<file path="src/rtl/rvfpm_issue_ctrl_if.sv">
// Core/FPU-facing bus of rvfpm_issue_ctrl: request handshake, FPU issue port,
// FPU result port and the retire outputs back to the core.
interface rvfpm_issue_ctrl_if #(
    parameter int XLEN       = 32,
    parameter int X_ID_WIDTH = 4
);
    logic                  req_valid;
    logic                  req_ready;
    logic [31:0]           req_instr;
    logic [XLEN-1:0]       req_operand;

    logic                  fpu_ready;
    logic                  enable;
    logic [31:0]           instruction;
    logic [X_ID_WIDTH-1:0] id;
    logic [XLEN-1:0]       data_fromXreg;
    logic [XLEN-1:0]       data_fromMem;

    logic                  toXreg_valid;
    logic [XLEN-1:0]       data_toXreg;
    logic                  toMem_valid;
    logic [XLEN-1:0]       data_toMem;
    logic [X_ID_WIDTH-1:0] id_out;

    logic                  wb_valid;
    logic [4:0]            wb_rd;
    logic [XLEN-1:0]       wb_data;
    logic                  st_valid;
    logic [X_ID_WIDTH-1:0] st_id;
    logic [XLEN-1:0]       st_data;
    logic                  err_spurious;
    logic [X_ID_WIDTH:0]   inflight_cnt;

    // The issue controller is the master: it drives the FPU and the retire outputs.
    modport master (
        input  req_valid, req_instr, req_operand, fpu_ready,
        input  toXreg_valid, data_toXreg, toMem_valid, data_toMem, id_out,
        output req_ready, enable, instruction, id, data_fromXreg, data_fromMem,
        output wb_valid, wb_rd, wb_data, st_valid, st_id, st_data,
        output err_spurious, inflight_cnt
    );

    modport slave (
        output req_valid, req_instr, req_operand, fpu_ready,
        output toXreg_valid, data_toXreg, toMem_valid, data_toMem, id_out,
        input  req_ready, enable, instruction, id, data_fromXreg, data_fromMem,
        input  wb_valid, wb_rd, wb_data, st_valid, st_id, st_data,
        input  err_spurious, inflight_cnt
    );
endinterface

</file>
<file path="src/rtl/rvfpm_issue_ctrl.sv">
// Core-side initiator for the rvfpm FPU: buffers requests, issues them with
// in-order transaction IDs and retires returned results as writebacks or stores.
module rvfpm_issue_ctrl #(
    parameter int XLEN        = 32,
    parameter int X_ID_WIDTH  = 4,
    parameter int QUEUE_DEPTH = 4
) (
    input  logic                 ck,
    input  logic                 rst,
    rvfpm_issue_ctrl_if.master   bus
);
    localparam int              PTR_W      = $clog2(QUEUE_DEPTH);
    localparam int              NUM_IDS    = 1 << X_ID_WIDTH;
    localparam logic [PTR_W:0]  FULL_COUNT = QUEUE_DEPTH[PTR_W:0];
    localparam logic [6:0]      OP_LOAD    = 7'b0000011;
    localparam logic [6:0]      OP_FLOAD   = 7'b0000111;

    logic [31:0]           r_fifo_instr   [QUEUE_DEPTH];
    logic [XLEN-1:0]       r_fifo_operand [QUEUE_DEPTH];
    logic [PTR_W-1:0]      r_head;
    logic [PTR_W-1:0]      r_tail;
    logic [PTR_W:0]        r_count;
    logic [X_ID_WIDTH-1:0] r_alloc_ptr;
    logic [NUM_IDS-1:0]    r_inflight;
    logic [4:0]            r_rd_table [NUM_IDS];
    logic [X_ID_WIDTH:0]   r_inflight_cnt;

    logic                  r_req_ready;
    logic                  r_enable;
    logic [31:0]           r_instruction;
    logic [X_ID_WIDTH-1:0] r_id;
    logic [XLEN-1:0]       r_data_fromXreg;
    logic [XLEN-1:0]       r_data_fromMem;
    logic                  r_wb_valid;
    logic [4:0]            r_wb_rd;
    logic [XLEN-1:0]       r_wb_data;
    logic                  r_st_valid;
    logic [X_ID_WIDTH-1:0] r_st_id;
    logic [XLEN-1:0]       r_st_data;
    logic                  r_err_spurious;

    logic                  w_push;
    logic                  w_issue;
    logic [31:0]           w_head_instr;
    logic [XLEN-1:0]       w_head_operand;
    logic [6:0]            w_opcode;
    logic                  w_is_load;
    logic                  w_any_result;
    logic                  w_hit;
    logic                  w_wb_hit;
    logic                  w_st_hit;
    logic [NUM_IDS-1:0]    w_set_mask;
    logic [NUM_IDS-1:0]    w_clr_mask;
    logic [NUM_IDS-1:0]    w_inflight_next;
    logic [PTR_W:0]        w_count_next;
    logic [X_ID_WIDTH:0]   w_inflight_cnt_next;

    assign w_push         = bus.req_valid & r_req_ready;
    assign w_head_instr   = r_fifo_instr[r_head];
    assign w_head_operand = r_fifo_operand[r_head];
    assign w_opcode       = w_head_instr[6:0];
    assign w_is_load      = (w_opcode == OP_LOAD) || (w_opcode == OP_FLOAD);

    // IDs go out strictly in order, so a busy alloc_ptr stalls issue even if others are free.
    assign w_issue        = (r_count != '0) && bus.fpu_ready && !r_inflight[r_alloc_ptr];

    assign w_any_result   = bus.toXreg_valid | bus.toMem_valid;
    assign w_hit          = w_any_result & r_inflight[bus.id_out];
    assign w_wb_hit       = bus.toXreg_valid & w_hit;
    assign w_st_hit       = bus.toMem_valid & w_hit;

    always_comb begin
        w_set_mask = '0;
        w_clr_mask = '0;
        if (w_issue) begin
            w_set_mask[r_alloc_ptr] = 1'b1;
        end
        if (w_hit) begin
            w_clr_mask[bus.id_out] = 1'b1;
        end
        w_inflight_next = (r_inflight | w_set_mask) & ~w_clr_mask;
    end

    always_comb begin
        w_count_next        = r_count;
        w_inflight_cnt_next = r_inflight_cnt;
        case ({w_push, w_issue})
            2'b10:   w_count_next = r_count + (PTR_W+1)'(1);
            2'b01:   w_count_next = r_count - (PTR_W+1)'(1);
            default: w_count_next = r_count;
        endcase
        case ({w_issue, w_hit})
            2'b10:   w_inflight_cnt_next = r_inflight_cnt + (X_ID_WIDTH+1)'(1);
            2'b01:   w_inflight_cnt_next = r_inflight_cnt - (X_ID_WIDTH+1)'(1);
            default: w_inflight_cnt_next = r_inflight_cnt;
        endcase
    end

    // Payload storage needs no reset: r_count and r_inflight decide what is valid.
    always_ff @(posedge ck) begin
        if (w_push) begin
            r_fifo_instr[r_tail]   <= bus.req_instr;
            r_fifo_operand[r_tail] <= bus.req_operand;
        end
        if (w_issue) begin
            r_rd_table[r_alloc_ptr] <= w_head_instr[11:7];
        end
    end

    always_ff @(posedge ck) begin
        if (!rst) begin
            r_head         <= '0;
            r_tail         <= '0;
            r_count        <= '0;
            r_alloc_ptr    <= '0;
            r_inflight     <= '0;
            r_inflight_cnt <= '0;
        end else begin
            if (w_push) begin
                r_tail <= r_tail + PTR_W'(1);
            end
            if (w_issue) begin
                r_head      <= r_head + PTR_W'(1);
                r_alloc_ptr <= r_alloc_ptr + X_ID_WIDTH'(1);
            end
            r_count        <= w_count_next;
            r_inflight     <= w_inflight_next;
            r_inflight_cnt <= w_inflight_cnt_next;
        end
    end

    always_ff @(posedge ck) begin
        if (!rst) begin
            r_req_ready     <= 1'b0;
            r_enable        <= 1'b0;
            r_instruction   <= '0;
            r_id            <= '0;
            r_data_fromXreg <= '0;
            r_data_fromMem  <= '0;
            r_wb_valid      <= 1'b0;
            r_wb_rd         <= '0;
            r_wb_data       <= '0;
            r_st_valid      <= 1'b0;
            r_st_id         <= '0;
            r_st_data       <= '0;
            r_err_spurious  <= 1'b0;
        end else begin
            r_req_ready     <= (w_count_next != FULL_COUNT);
            r_enable        <= w_issue;
            r_instruction   <= w_issue ? w_head_instr : '0;
            r_id            <= w_issue ? r_alloc_ptr : '0;
            r_data_fromXreg <= (w_issue && !w_is_load) ? w_head_operand : '0;
            r_data_fromMem  <= (w_issue && w_is_load) ? w_head_operand : '0;
            r_wb_valid      <= w_wb_hit;
            r_wb_rd         <= w_wb_hit ? r_rd_table[bus.id_out] : '0;
            r_wb_data       <= w_wb_hit ? bus.data_toXreg : '0;
            r_st_valid      <= w_st_hit;
            r_st_id         <= w_st_hit ? bus.id_out : '0;
            r_st_data       <= w_st_hit ? bus.data_toMem : '0;
            r_err_spurious  <= w_any_result & ~w_hit;
        end
    end

    assign bus.req_ready     = r_req_ready;
    assign bus.enable        = r_enable;
    assign bus.instruction   = r_instruction;
    assign bus.id            = r_id;
    assign bus.data_fromXreg = r_data_fromXreg;
    assign bus.data_fromMem  = r_data_fromMem;
    assign bus.wb_valid      = r_wb_valid;
    assign bus.wb_rd         = r_wb_rd;
    assign bus.wb_data       = r_wb_data;
    assign bus.st_valid      = r_st_valid;
    assign bus.st_id         = r_st_id;
    assign bus.st_data       = r_st_data;
    assign bus.err_spurious  = r_err_spurious;
    assign bus.inflight_cnt  = r_inflight_cnt;
endmodule
</file>
<file path="src/flat_wrapper.sv">
// flat-port wrapper written by rule: the top's interface ports become plain ports
module rvfpm_issue_ctrl_flat 
#(
    parameter int XLEN        = 32,
    parameter int X_ID_WIDTH  = 4,
    parameter int QUEUE_DEPTH = 4
)
  (ck, rst, bus_req_valid, bus_req_instr, bus_req_operand, bus_fpu_ready, bus_toXreg_valid, bus_data_toXreg, bus_toMem_valid, bus_data_toMem, bus_id_out, bus_req_ready, bus_enable, bus_instruction, bus_id, bus_data_fromXreg, bus_data_fromMem, bus_wb_valid, bus_wb_rd, bus_wb_data, bus_st_valid, bus_st_id, bus_st_data, bus_err_spurious, bus_inflight_cnt);
  rvfpm_issue_ctrl_if #(.XLEN(XLEN), .X_ID_WIDTH(X_ID_WIDTH)) bus_i ();
  input  logic ck;
  input  logic rst;
  input wire logic [$bits(bus_i.req_valid)-1:0] bus_req_valid;
  input wire logic [$bits(bus_i.req_instr)-1:0] bus_req_instr;
  input wire logic [$bits(bus_i.req_operand)-1:0] bus_req_operand;
  input wire logic [$bits(bus_i.fpu_ready)-1:0] bus_fpu_ready;
  input wire logic [$bits(bus_i.toXreg_valid)-1:0] bus_toXreg_valid;
  input wire logic [$bits(bus_i.data_toXreg)-1:0] bus_data_toXreg;
  input wire logic [$bits(bus_i.toMem_valid)-1:0] bus_toMem_valid;
  input wire logic [$bits(bus_i.data_toMem)-1:0] bus_data_toMem;
  input wire logic [$bits(bus_i.id_out)-1:0] bus_id_out;
  output wire logic [$bits(bus_i.req_ready)-1:0] bus_req_ready;
  output wire logic [$bits(bus_i.enable)-1:0] bus_enable;
  output wire logic [$bits(bus_i.instruction)-1:0] bus_instruction;
  output wire logic [$bits(bus_i.id)-1:0] bus_id;
  output wire logic [$bits(bus_i.data_fromXreg)-1:0] bus_data_fromXreg;
  output wire logic [$bits(bus_i.data_fromMem)-1:0] bus_data_fromMem;
  output wire logic [$bits(bus_i.wb_valid)-1:0] bus_wb_valid;
  output wire logic [$bits(bus_i.wb_rd)-1:0] bus_wb_rd;
  output wire logic [$bits(bus_i.wb_data)-1:0] bus_wb_data;
  output wire logic [$bits(bus_i.st_valid)-1:0] bus_st_valid;
  output wire logic [$bits(bus_i.st_id)-1:0] bus_st_id;
  output wire logic [$bits(bus_i.st_data)-1:0] bus_st_data;
  output wire logic [$bits(bus_i.err_spurious)-1:0] bus_err_spurious;
  output wire logic [$bits(bus_i.inflight_cnt)-1:0] bus_inflight_cnt;
  assign bus_i.req_valid = bus_req_valid;
  assign bus_i.req_instr = bus_req_instr;
  assign bus_i.req_operand = bus_req_operand;
  assign bus_i.fpu_ready = bus_fpu_ready;
  assign bus_i.toXreg_valid = bus_toXreg_valid;
  assign bus_i.data_toXreg = bus_data_toXreg;
  assign bus_i.toMem_valid = bus_toMem_valid;
  assign bus_i.data_toMem = bus_data_toMem;
  assign bus_i.id_out = bus_id_out;
  assign bus_req_ready = bus_i.req_ready;
  assign bus_enable = bus_i.enable;
  assign bus_instruction = bus_i.instruction;
  assign bus_id = bus_i.id;
  assign bus_data_fromXreg = bus_i.data_fromXreg;
  assign bus_data_fromMem = bus_i.data_fromMem;
  assign bus_wb_valid = bus_i.wb_valid;
  assign bus_wb_rd = bus_i.wb_rd;
  assign bus_wb_data = bus_i.wb_data;
  assign bus_st_valid = bus_i.st_valid;
  assign bus_st_id = bus_i.st_id;
  assign bus_st_data = bus_i.st_data;
  assign bus_err_spurious = bus_i.err_spurious;
  assign bus_inflight_cnt = bus_i.inflight_cnt;
  rvfpm_issue_ctrl #(.XLEN(XLEN), .X_ID_WIDTH(X_ID_WIDTH), .QUEUE_DEPTH(QUEUE_DEPTH)) u_core (.ck(ck), .rst(rst), .bus(bus_i));
endmodule
</file>
<file path="config.mk">
export PLATFORM = sky130hd
export DESIGN_NAME = rvfpm_issue_ctrl_flat
export DESIGN_NICKNAME = d
export VERILOG_FILES = /design/src/rtl/rvfpm_issue_ctrl_if.sv /design/src/rtl/rvfpm_issue_ctrl.sv /design/src/flat_wrapper.sv
export SDC_FILE = /design/constraint.sdc
export NUM_CORES = 1
export LEC_CHECK = 0
export ABC_AREA = 1
export BUFFER_PORTS_ARGS = -buffer_cell sky130_fd_sc_hd__buf_2
export CAP_MARGIN = 20
export CELL_PAD_IN_SITES_DETAIL_PLACEMENT = 1
export CELL_PAD_IN_SITES_GLOBAL_PLACEMENT = 1
export CORE_ASPECT_RATIO = 1.5
export CORE_MARGIN = 1.5
export CORE_UTILIZATION = 40
export DETAILED_ROUTE_END_ITERATION = 16
export PLACE_DENSITY_LB_ADDON = 0.3
export REMOVE_ABC_BUFFERS = 1
export SLEW_MARGIN = 20
export SYNTH_ARGS = -nofsm -noshare
export SYNTH_HDL_FRONTEND = slang
export SYNTH_SLANG_ARGS = --single-unit
export TNS_END_PERCENT = 10
</file>
<file path="constraint.sdc">
create_clock -name ck -period 4.1 [get_ports ck]
set_clock_uncertainty 0.2 [all_clocks]
set_input_delay 0 -clock ck [delete_from_list [all_inputs] [get_ports ck]]
set_output_delay 0 -clock ck [all_outputs]
set_load 0.05 [all_outputs]
</file>
* Yosys cells after proc, flatten, opt, wreduce, memory -nomap -nowiden
Memories as Yosys holds them, arrays and structs flattened. A register that Yosys moved wholly into a read port is not among the register bits.
Cells that the tools add are included.
** Storage, ports and cells
- Register bits :: 205
- RAM bits :: 336
- Input bits :: 138
- Memories :: 3
** Operators by class
- Add/sub/neg operators :: 7
- Magnitude comparators :: 4
- Eq/ne operators :: 7
- Mux-type cells :: 20
- Bitwise gates (word level) :: 10
- Reduce and logical (&&, ||, !) cells :: 17
** Memories
- u_core.r_fifo_instr :: depth 4, width 32, read ports 1, clocked after Yosys merged registers in 1, wr ports 1, line rvfpm_issue_ctrl.sv:18 : logic [31:0] r_fifo_instr [QUEUE_DEPTH];
- u_core.r_fifo_operand :: depth 4, width 32, read ports 1, clocked after Yosys merged registers in 1, wr ports 1, line rvfpm_issue_ctrl.sv:19 : logic [XLEN-1:0] r_fifo_operand [QUEUE_DEPTH];
- u_core.r_rd_table :: depth 16, width 5, read ports 1, clocked after Yosys merged registers in 1, wr ports 1, line rvfpm_issue_ctrl.sv:25 : logic [4:0] r_rd_table [NUM_IDS];
** Operators by type and width (number)
- two-way mux 16 bit :: 2
- AND 16 bit :: 1
- inverter 16 bit :: 1
- bitwise OR 16 bit :: 1
- less-than comparator 4 x 5 -> 1 bit (second input constant) :: 2
- one-hot mux 5 bit (2 select lines) :: 1
- AND reduction 2 bit :: 5
- binary-select mux 1 bit (select 4 bit) :: 2
- demux 1 bit (select 4 bit) :: 2
- >= comparator 4 x 1 -> 1 bit (second input constant) :: 2
- two-way mux 1 bit :: 8
- two-way mux 2 bit :: 4
- equality test 7 x 2 -> 1 bit (second input constant) :: 1
- equality test 7 x 3 -> 1 bit (second input constant) :: 1
- logical AND 1 bit :: 6
- one-hot mux 3 bit (2 select lines) :: 1
- adder 5 x 1 -> 5 bit (second input constant) :: 1
- AND 1 bit :: 5
- subtractor 5 x 1 -> 5 bit (second input constant) :: 1
- adder 2 x 1 -> 2 bit (second input constant) :: 2
- adder 4 x 1 -> 4 bit (second input constant) :: 1
- equality test 2 x 1 -> 1 bit (second input constant) :: 2
- equality test 2 bit (second input constant) :: 2
- adder 3 x 1 -> 3 bit (second input constant) :: 1
- 8 further kinds :: 10

* Longest topological paths before layout
Gate-level depths: netlist of the first run.
- Depth after elaboration :: 7
- Gate-level depth with buffers :: 22

* Worst setup path before layout of the first run
OpenSTA, ideal clock, no wires.
- Path type :: register -> register
- Start :: register u_core.r_req_ready (netlist: u_core.bus.req_ready)
- End :: memory u_core.r_fifo_instr[0][0] (enable)
- Library setup time :: 487 ps
- Arrival :: 3620 ps
- Required time :: 3413 ps
- Slack :: -206 ps
- Stages on the path, launching flop included :: 3
- Buffers on the path :: 0
- Period minus slack after synthesis :: 4306 ps
- Cells stage by stage :: dfxtp_1 > nand2_1 > nor2_1
** On the way
- Cells in the longest elaborated chain, start to end :: 3
** RTL lines
- start: declaration :: line rvfpm_issue_ctrl.sv:28 : logic r_req_ready;
- start signal: assignment :: line rvfpm_issue_ctrl.sv:148 : r_req_ready <= (w_count_next != FULL_COUNT);
- AND 1 bit :: line rvfpm_issue_ctrl.sv:58 : assign w_push = bus.req_valid & r_req_ready;
- two-way mux 1 bit :: line rvfpm_issue_ctrl.sv:101 : if (w_push) begin
- two-way mux 1 bit (not written as such) :: line rvfpm_issue_ctrl.sv:102 : r_fifo_instr[r_tail] <= bus.req_instr;
- end: declaration :: line rvfpm_issue_ctrl.sv:18
No other way between the ends.

* Worst setup path after layout of the first run
- Start :: register u_core.r_alloc_ptr[0]
- End :: register u_core.r_inflight_cnt[4] (netlist: u_core.bus.inflight_cnt[4])
** On the way
- Cells in the longest elaborated chain, start to end :: 6
- Elaborated cells on any way between the ends :: 8
** RTL lines
- start: declaration :: line rvfpm_issue_ctrl.sv:23 : logic [X_ID_WIDTH-1:0] r_alloc_ptr;
- start signal: assignment :: line rvfpm_issue_ctrl.sv:124 : r_alloc_ptr <= r_alloc_ptr + X_ID_WIDTH'(1);
- binary-select mux 1 bit (select 4 bit) * :: line rvfpm_issue_ctrl.sv:65 : assign w_issue = (r_count != '0) && bus.fpu_ready && !r_inflight[r_alloc_ptr];
- two-way mux 1 bit (not written as such) * :: line rvfpm_issue_ctrl.sv:65
- zero test 1 bit * :: line rvfpm_issue_ctrl.sv:65
- logical AND 1 bit * :: line rvfpm_issue_ctrl.sv:65
- equality test 2 x 1 -> 1 bit / equality test 2 bit (equally long branches) :: line rvfpm_issue_ctrl.sv:92 : case ({w_issue, w_hit})
- one-hot mux 5 bit (2 select lines) / nonzero test 2 bit (equally long branches)
- end signal: assignment :: line rvfpm_issue_ctrl.sv:128 : r_inflight_cnt <= w_inflight_cnt_next;
- end: declaration :: line rvfpm_issue_ctrl.sv:26 : logic [X_ID_WIDTH:0] r_inflight_cnt;
Every way passes the cells marked *; elsewhere a longest branch is shown, timed or not. The select of a mux whose other input is x is not followed.
A chain may end at the register's enable or synchronous reset.

==> impl_results.md, run 1 <==
* Status: complete, no violations
* Share of the synthesized area in the top cell type at 0.516
* Library cells used by synthesis at 31
* Initial Util at 0.404
* WP data required at 4.39 ns
* Grt met3 use at 0.0385
* Syn avg cell area at 11.6 um2
* Post-CTS sizing at 0
* Post-synth design cell area at just under 0.02 mm2
* Final hold slack at 0.00992 ns
* Startpoint Class: flip-flop
* Hold Path Class: in2reg
* Most common cell after layout, fill and taps aside: nor2_1
* Pwr dens at 525 mW/mm2
* GPL Wtd Cong at 0.820
* DP HPWL at a little over 30 mm
* Placed cell area at 0.0218 mm2
* Wire per inst at 18.5 um
* Die area at around 0.050 mm2
* Met1 Use GR at 0.231
* Most frequent cells in the layout: nor2_1 (343), edfxtp_1 (336), dlygate4sd3_1 (331)
* Min Tclk post-route at 3.42 ns
* Fin crit share at 0.835
* Total chip power at 14.1 mW
* Worst-margin pin slew at between 1 and 1.5 ns
* Routed WL at 55.9 mm
* Synth area leaders: edfxtp_1 (52%), dfxtp_1 (22%), nor2_1 (6.7%)
* CTS Buf Count at 51
* Number of nets in the layout at 2471
* Crit path kind: reg2reg
* Horiz. Die Dim at 183 um
* Worst setup EP type: flip-flop
* Crit path max fanout at 14
* First-pass GRT wire length at 86.3 mm
* Ys Warns at 0
* Max cap viols at 0
* Worst vdd ir at 0.000423 V
* # Post-CTS Setup Buffers at 0
* Crit path arrival time at roughly 3.7 ns
* Pleak at 11.4 nW
* Crit-path cells: inv_2 -> nand2_1 -> nand2_1 -> nand2_1 -> nand2_1 -> nand2_1 -> nand3_2 -> nor2_8 -> inv_1 -> ha_1 -> xor2_1 -> ha_1 -> a21o_1 -> nand3_1 -> nand2_1 -> xor2_1 -> nand2_1 -> a21oi_1
* DR vias/cell at 4.85
* Yosys reg bits at between 500 and 600
* Slew headroom at 0.283
* RSZ-0062 raised after global routing: no
* Fin util at 0.554
* Top Usage Layer GRT: met2
* CTS Root Buffer Type: clkbuf_16
* Max Slew Vio Count at 0
* Core area at 0.0484 mm2
* FMAX at 292 MHz
* Fillers at 5089
* Area delta synth->final at 37.3%
* Residual DRC at 0
* Most common cell type on the critical path: nand2_1
* Clock sinks at 548
* Buffers on Ports at 320
* Final ANT Viol Nets at 0
* Final setup viols at 0
* TritonCTS clock tree: built
* Hold_buf cts at 330
* DRT Pass-1 Iters at 5
* Grt met2 use at 0.434
* Top-Level Pins at between 300 and 400
* Synth Instances at between 1500 and 2000
* Design area at approximately 0.027 mm2
* CP max-delay cell: dfxtp_1
* Initial DRC Count at 583
* DR vias at 14700
* Max stage delay on crit path at 0.62 ns
* Number of cell rows at 99
* Initial antenna violation count at 6
* CTS Buffer Depth at 3
* Layout cells sized above 1 at 0.191
* Clock Pin Slew Worst Setup and Hold Paths at roughly 0.06 ns
* Register area share after synthesis at 0.733
* Max H-tree Level at 2
* Clock network latency to the later pin of the worst-skew pair at about 0.6 ns
* Total grt overflow at 0
* Number of global-route vias before repair at roughly 16000
* Synth area leader: edfxtp_1
* Largest net degree at the start of global routing at 93
* Die Y at 274 um
* Overall routing resource usage at 0.221
* Number of hold violations in the final report at 0
## final timing paths
kind	start	slack, ns	cells past startpoint	to
hold / removal	bus_req_instr[7]	0.01	2	u_core.r_fifo_instr[1][7]
setup reg to reg	u_core.r_alloc_ptr[0]	0.68	18	u_core.bus.inflight_cnt[4]
setup / recovery	u_core.r_alloc_ptr[0]	0.68	18	u_core.bus.inflight_cnt[4]
hold reg to reg	u_core.r_inflight[8]	0.31	2	u_core.r_inflight[8]
## synth_stat cells
cell / number
inv_2: 7
nand3_2: 2
o21ai_1: 3
buf_4: 9
edfxtp_1: 336
nand4_2: 1
buf_1: 15
nand2_1: 256
a22oi_1: 40
o21ai_0: 64
o211ai_1: 3
dfxtp_1: 212
nand3_1: 39
a21oi_1: 92
fa_1: 1
a32o_1: 32
a31oi_1: 2
nand2_4: 1
ha_1: 13
o21bai_1: 1
nand3_4: 1
a21o_1: 1
inv_1: 120
xor2_1: 11
nor2_8: 1
buf_2: 27
nor2_1: 350
nor2_2: 10
nand2_2: 1
clkbuf_1: 28
clkbuf_2: 1
## layout make-up
type	count	area, um2	share of cell area
Multi-Input combinational cell	925	4400	0.164
Clock buffer	74	1470	0.0546
Sequential cell	548	14300	0.534
Inverter	127	480	0.0179
Timing Repair Buffer	666	5090	0.190
Antenna cell	6	15.0	0.000559
Clock inverter	22	226	0.00844
Tap cell	656	821	0.0306
## cells by family after synthesis
kind of cell    Yosys count  synth area share
compound gates          238            0.0750
xor+xnor                 11           0.00493
fa+ha+maj                14           0.00935
buf+inv                 207            0.0433
flops                   548             0.733
simple gates            662             0.134
## critical path: cells and delay by family (launching register included)
kind / cells / cell delay (ns)
compound gates: 2 / 0.27
buf+inv: 2 / 0.35
flops: 1 / 0.62
xor+xnor: 2 / 0.40
simple gates: 10 / 1.00
fa+ha+maj: 2 / 0.49
## per-layer routing
layer / vias up / share of wire
met5: - / 0
met4: 0 / 0.030
met3: 114 / 0.048
met2: 368 / 0.55
met1: 7245 / 0.37
li1: 6926 / -
## report_power, final
part           switching (mW)  internal (mW)  total [mW]
Combinational            2.02          0.822        2.85
Sequential              0.195           6.29        6.49
Clock                    2.07           2.69        4.76
## metrics by stage
stage | TNS (ns) | setup WS [ns] | std cells
after floorplan | -208.28 | -1.26 | 1600
after global placement | 0 | 1.03 | 2591
after detailed placement | 0 | 0.835 | 2591
after CTS | 0 | 0.798 | 3017
after global routing | 0 | 0.353 | 3024
final | 0 | 0.677 | 3024
## state kept, by name, indices dropped and copies added (netlist names), 3 cells and up, named ones only
register / cells
u_core.r_count: 3
u_core.bus.data_fromMem: 32
u_core.bus.wb_rd: 5
u_core.r_rd_table: 80
u_core.r_fifo_instr: 128
u_core.r_alloc_ptr: 4
u_core.bus.id: 4
u_core.bus.st_data: 32
u_core.bus.inflight_cnt: 5
u_core.r_fifo_operand: 128
u_core.bus.st_id: 4
u_core.bus.data_fromXreg: 32
u_core.r_inflight: 16
u_core.bus.instruction: 32
u_core.bus.wb_data: 32
No activity file was read; power rests on OpenSTA's default activity.
==> run 2: changes to the inputs <==
==> constraint.sdc (replaced) <==
create_clock -name ck -period 2.9 [get_ports ck]
set_clock_uncertainty 0.2 [all_clocks]
set_input_delay 0 -clock ck [delete_from_list [all_inputs] [get_ports ck]]
set_output_delay 0 -clock ck [all_outputs]
set_load 0.05 [all_outputs]
==> impl_results.md, run 2 (same netlist as run 1, synthesis figures left out) <==
* CTS Root Buffer Type: clkbuf_16
* Residual DRC at 0 (unchanged)
* Fin crit share at 0.940
* Routed WL at 57.9 mm (+3.4%)
* Crit-path cells: dlygate4sd3_1 -> buf_2 -> inv_2 -> nand2_1 -> nand2_1 -> nand2_1 -> nand2_1 -> nand2_1 -> nand2_1 -> inv_1 -> nand2_1 -> inv_1 -> a21oi_2 -> ha_2 -> xor2_2 -> ha_1 -> a21o_1 -> nand3_1 -> nand2_1 -> xor2_1 -> nand2_1 -> a21oi_1
* Clock sinks at 548 (unchanged)
* Combinational share of power at 0.209 (+0.007)
* CTS Buf Count at 51 (unchanged)
* Worst setup EP type: flip-flop
* Pleak at 11.6 nW (+1.8%)
* Max Slew Vio Count at 0 (unchanged)
* Number of global-route vias before repair at 16500 (+1.7%)
* FF-to-FF Start: u_core.r_alloc_ptr[0]
* Clock network latency to the later pin of the worst-skew pair at 0.58 ns (about the same)
* Post-Layout Cell Count at 3058 (+1.1%)
* Design area at 0.0272 mm2 (+1.4%)
* Crit path arrival time at 3.01 ns (-0.71 ns)
* Hold Path Class: in2reg
* Setup tns final at 0 ns (unchanged)
* Placed cell area at 0.0222 mm2 (+1.5%)
* Overall routing resource usage at 0.230 (+0.00900)
* Biggest regs: u_core.r_fifo_instr (128), u_core.r_fifo_operand (128), u_core.r_rd_table (80)
* Area delta synth->final at 39.3%
* CTS Buffer Depth at 3 (unchanged)
* Fin util at 0.562 (+0.00793)
* Sw frac at 0.306 (+0.00230)
* Worst vdd ir at 0.000656 V (+55%)
* Most common cell type on the critical path: nand2_1
* FMAX at between 300 and 400 MHz
* Total chip power at 20.2 mW (+44%)
* Die area at 0.0502 mm2 (unchanged)
* Layout cells sized above 1 at 0.207 (+0.0162)
* WP data required at 3.19 ns (-1.20 ns)
* Total grt overflow at 0 (unchanged)
* FF+latch area at 0.0143 mm2 (about the same)
* CP max-delay cell: dlygate4sd3_1
* Max cap viols at 0 (unchanged)
* Worst-margin pin slew at 0.742 ns (-0.331 ns)
* Initial DRC Count at 611 (+4.8%)
* Number of nets in the layout at 2508 (+1.5%)
* Number of hold violations in the final report at 0 (unchanged)
* First-pass GRT wire length at 89.5 mm (+3.7%)
* Clock Pin Slew Worst Setup and Hold Paths at 0.07 ns (about the same)
* Largest net degree at the start of global routing at 83 (-11%)
* Die Y at 274 um (unchanged)
* DRT Pass-1 Iters at 4 (-1)
* Fillers at 5087 (-0.039%)
* Internal at 14.0 mW (+43%)
* DP HPWL at 32.3 mm (+4.0%)
* Max H-tree Level at 2 (unchanged)
* Top-Level Pins at 321 (unchanged)
* Number of cell rows at 99 (unchanged)
* # Post-CTS Setup Buffers at 0 (unchanged)
* Slew headroom at 0.504 (+0.221)
* TritonCTS clock tree: built
* Critical path origin: bus_id_out[0]
* Horiz. Die Dim at 183 um (unchanged)
* Inst Count DP at 2630 (+1.5%)
* Core area at 0.0484 mm2 (unchanged)
* Pwr dens at 744 mW/mm2 (+42%)
* Hold path start: bus_req_instr[21]
* Crit path max fanout at 12 (-2)
* Buffers on Ports at 320 (unchanged)
* Max stage delay on crit path at 0.54 ns (-0.08 ns)
* Initial Util at 0.404 (unchanged)
* DR vias at 14800 (+1.0%)
* Final ANT Viol Nets at 0 (unchanged)
* Wire per inst at 18.9 um (+2.3%)
* P_sw at 6.20 mW (+45%)
* Crit path kind: in2reg
* Status: complete, no violations
* Initial antenna violation count at 3 (-3)
* GPL Wtd Cong at 0.848 (+3.5%)
* Final setup viols at 0 (unchanged)
* Min Tclk post-route at 2.73 ns
* Area of the multi-input gates at 0.00443 mm2 (+0.54%)
* Most common cell after layout, fill and taps aside: nor2_1
* Clock network power share at 0.339 (about the same)
* Most frequent cells in the layout: nor2_1 (346), edfxtp_1 (336), dlygate4sd3_1 (328)
* RSZ-0062 raised after global routing: yes
* DR vias/cell at 4.84 (about the same)
* Startpoint Class: primary input
* Sequential share of power at 0.452 (-0.008)
run 2: path summary, 6_finish.rpt:
| kind | endpoint | slack, ns | cells past startpoint |
|---|---|---|---|
| worst max-delay path | u_core.bus.inflight_cnt[4] | 0.17 | 22 |
| worst min-delay path | u_core.r_fifo_instr[1][21] | 0.01 | 2 |
| worst max register to register | u_core.bus.inflight_cnt[4] | 0.18 | 17 |
| worst min register to register | u_core.r_inflight[6] | 0.30 | 2 |
run 2: timing repair:
item                       4_1_cts  5_1_grt
pin swaps                        0        2
gates cloned                     0        1
hold buffers                   328        0
resized for setup                2        7
hold endpoints to repair       391        0
setup endpoints to repair        1       10
run 2: metrics by stage:
step	hold slack [ns]	worst slack [ns]
after floorplan	-0.101	-2.46
after global routing	0.00328	-0.0763
after CTS	0.00253	0.0739
after detailed placement	0.0181	0.0140
after global placement	0.00892	0.180
final	0.0141	0.174
run 2: power by group through the flow:
stage | combinational (mW) | clock (mW) | sequential [mW]
floorplan | 1.76 | 0 | 10.0
global route | 4.65 | 7.28 | 9.19
detailed placement | 3.90 | 0 | 9.30
finish | 4.23 | 6.87 | 9.14
global placement | 3.76 | 0 | 9.27
CTS | 4.21 | 6.99 | 9.14
run 2: final cells by class:
class / instances / share of cell area
inverter: 127 / 0.0176
antenna: 3 / 0.000276
tap: 656 / 0.0301
clock inverter: 31 / 0.0102
clock buffer: 65 / 0.0536
multi-input combinational: 926 / 0.163
timing repair buffer: 702 / 0.199
sequential: 548 / 0.527
run 2: metal layers:
layer | wire length, um | part of all wire | up-vias | GRT usage
li1 | - | - | 7009 | -
met1 | 21200 | 0.37 | 7248 | 0.239
met2 | 31700 | 0.55 | 412 | 0.447
met3 | 2890 | 0.050 | 136 | 0.0424
met4 | 2140 | 0.037 | 0 | 0.0910
met5 | 0 | 0 | - | 0
run 2: worst max-delay path: cells and delay by family:
| kind | cells | cell delay [ns] |
|---|---|---|
| compound gates | 3 | 0.40 |
| xor+xnor | 2 | 0.35 |
| fa+ha+maj | 2 | 0.45 |
| buf+inv | 5 | 1.04 |
| simple gates | 10 | 0.77 |
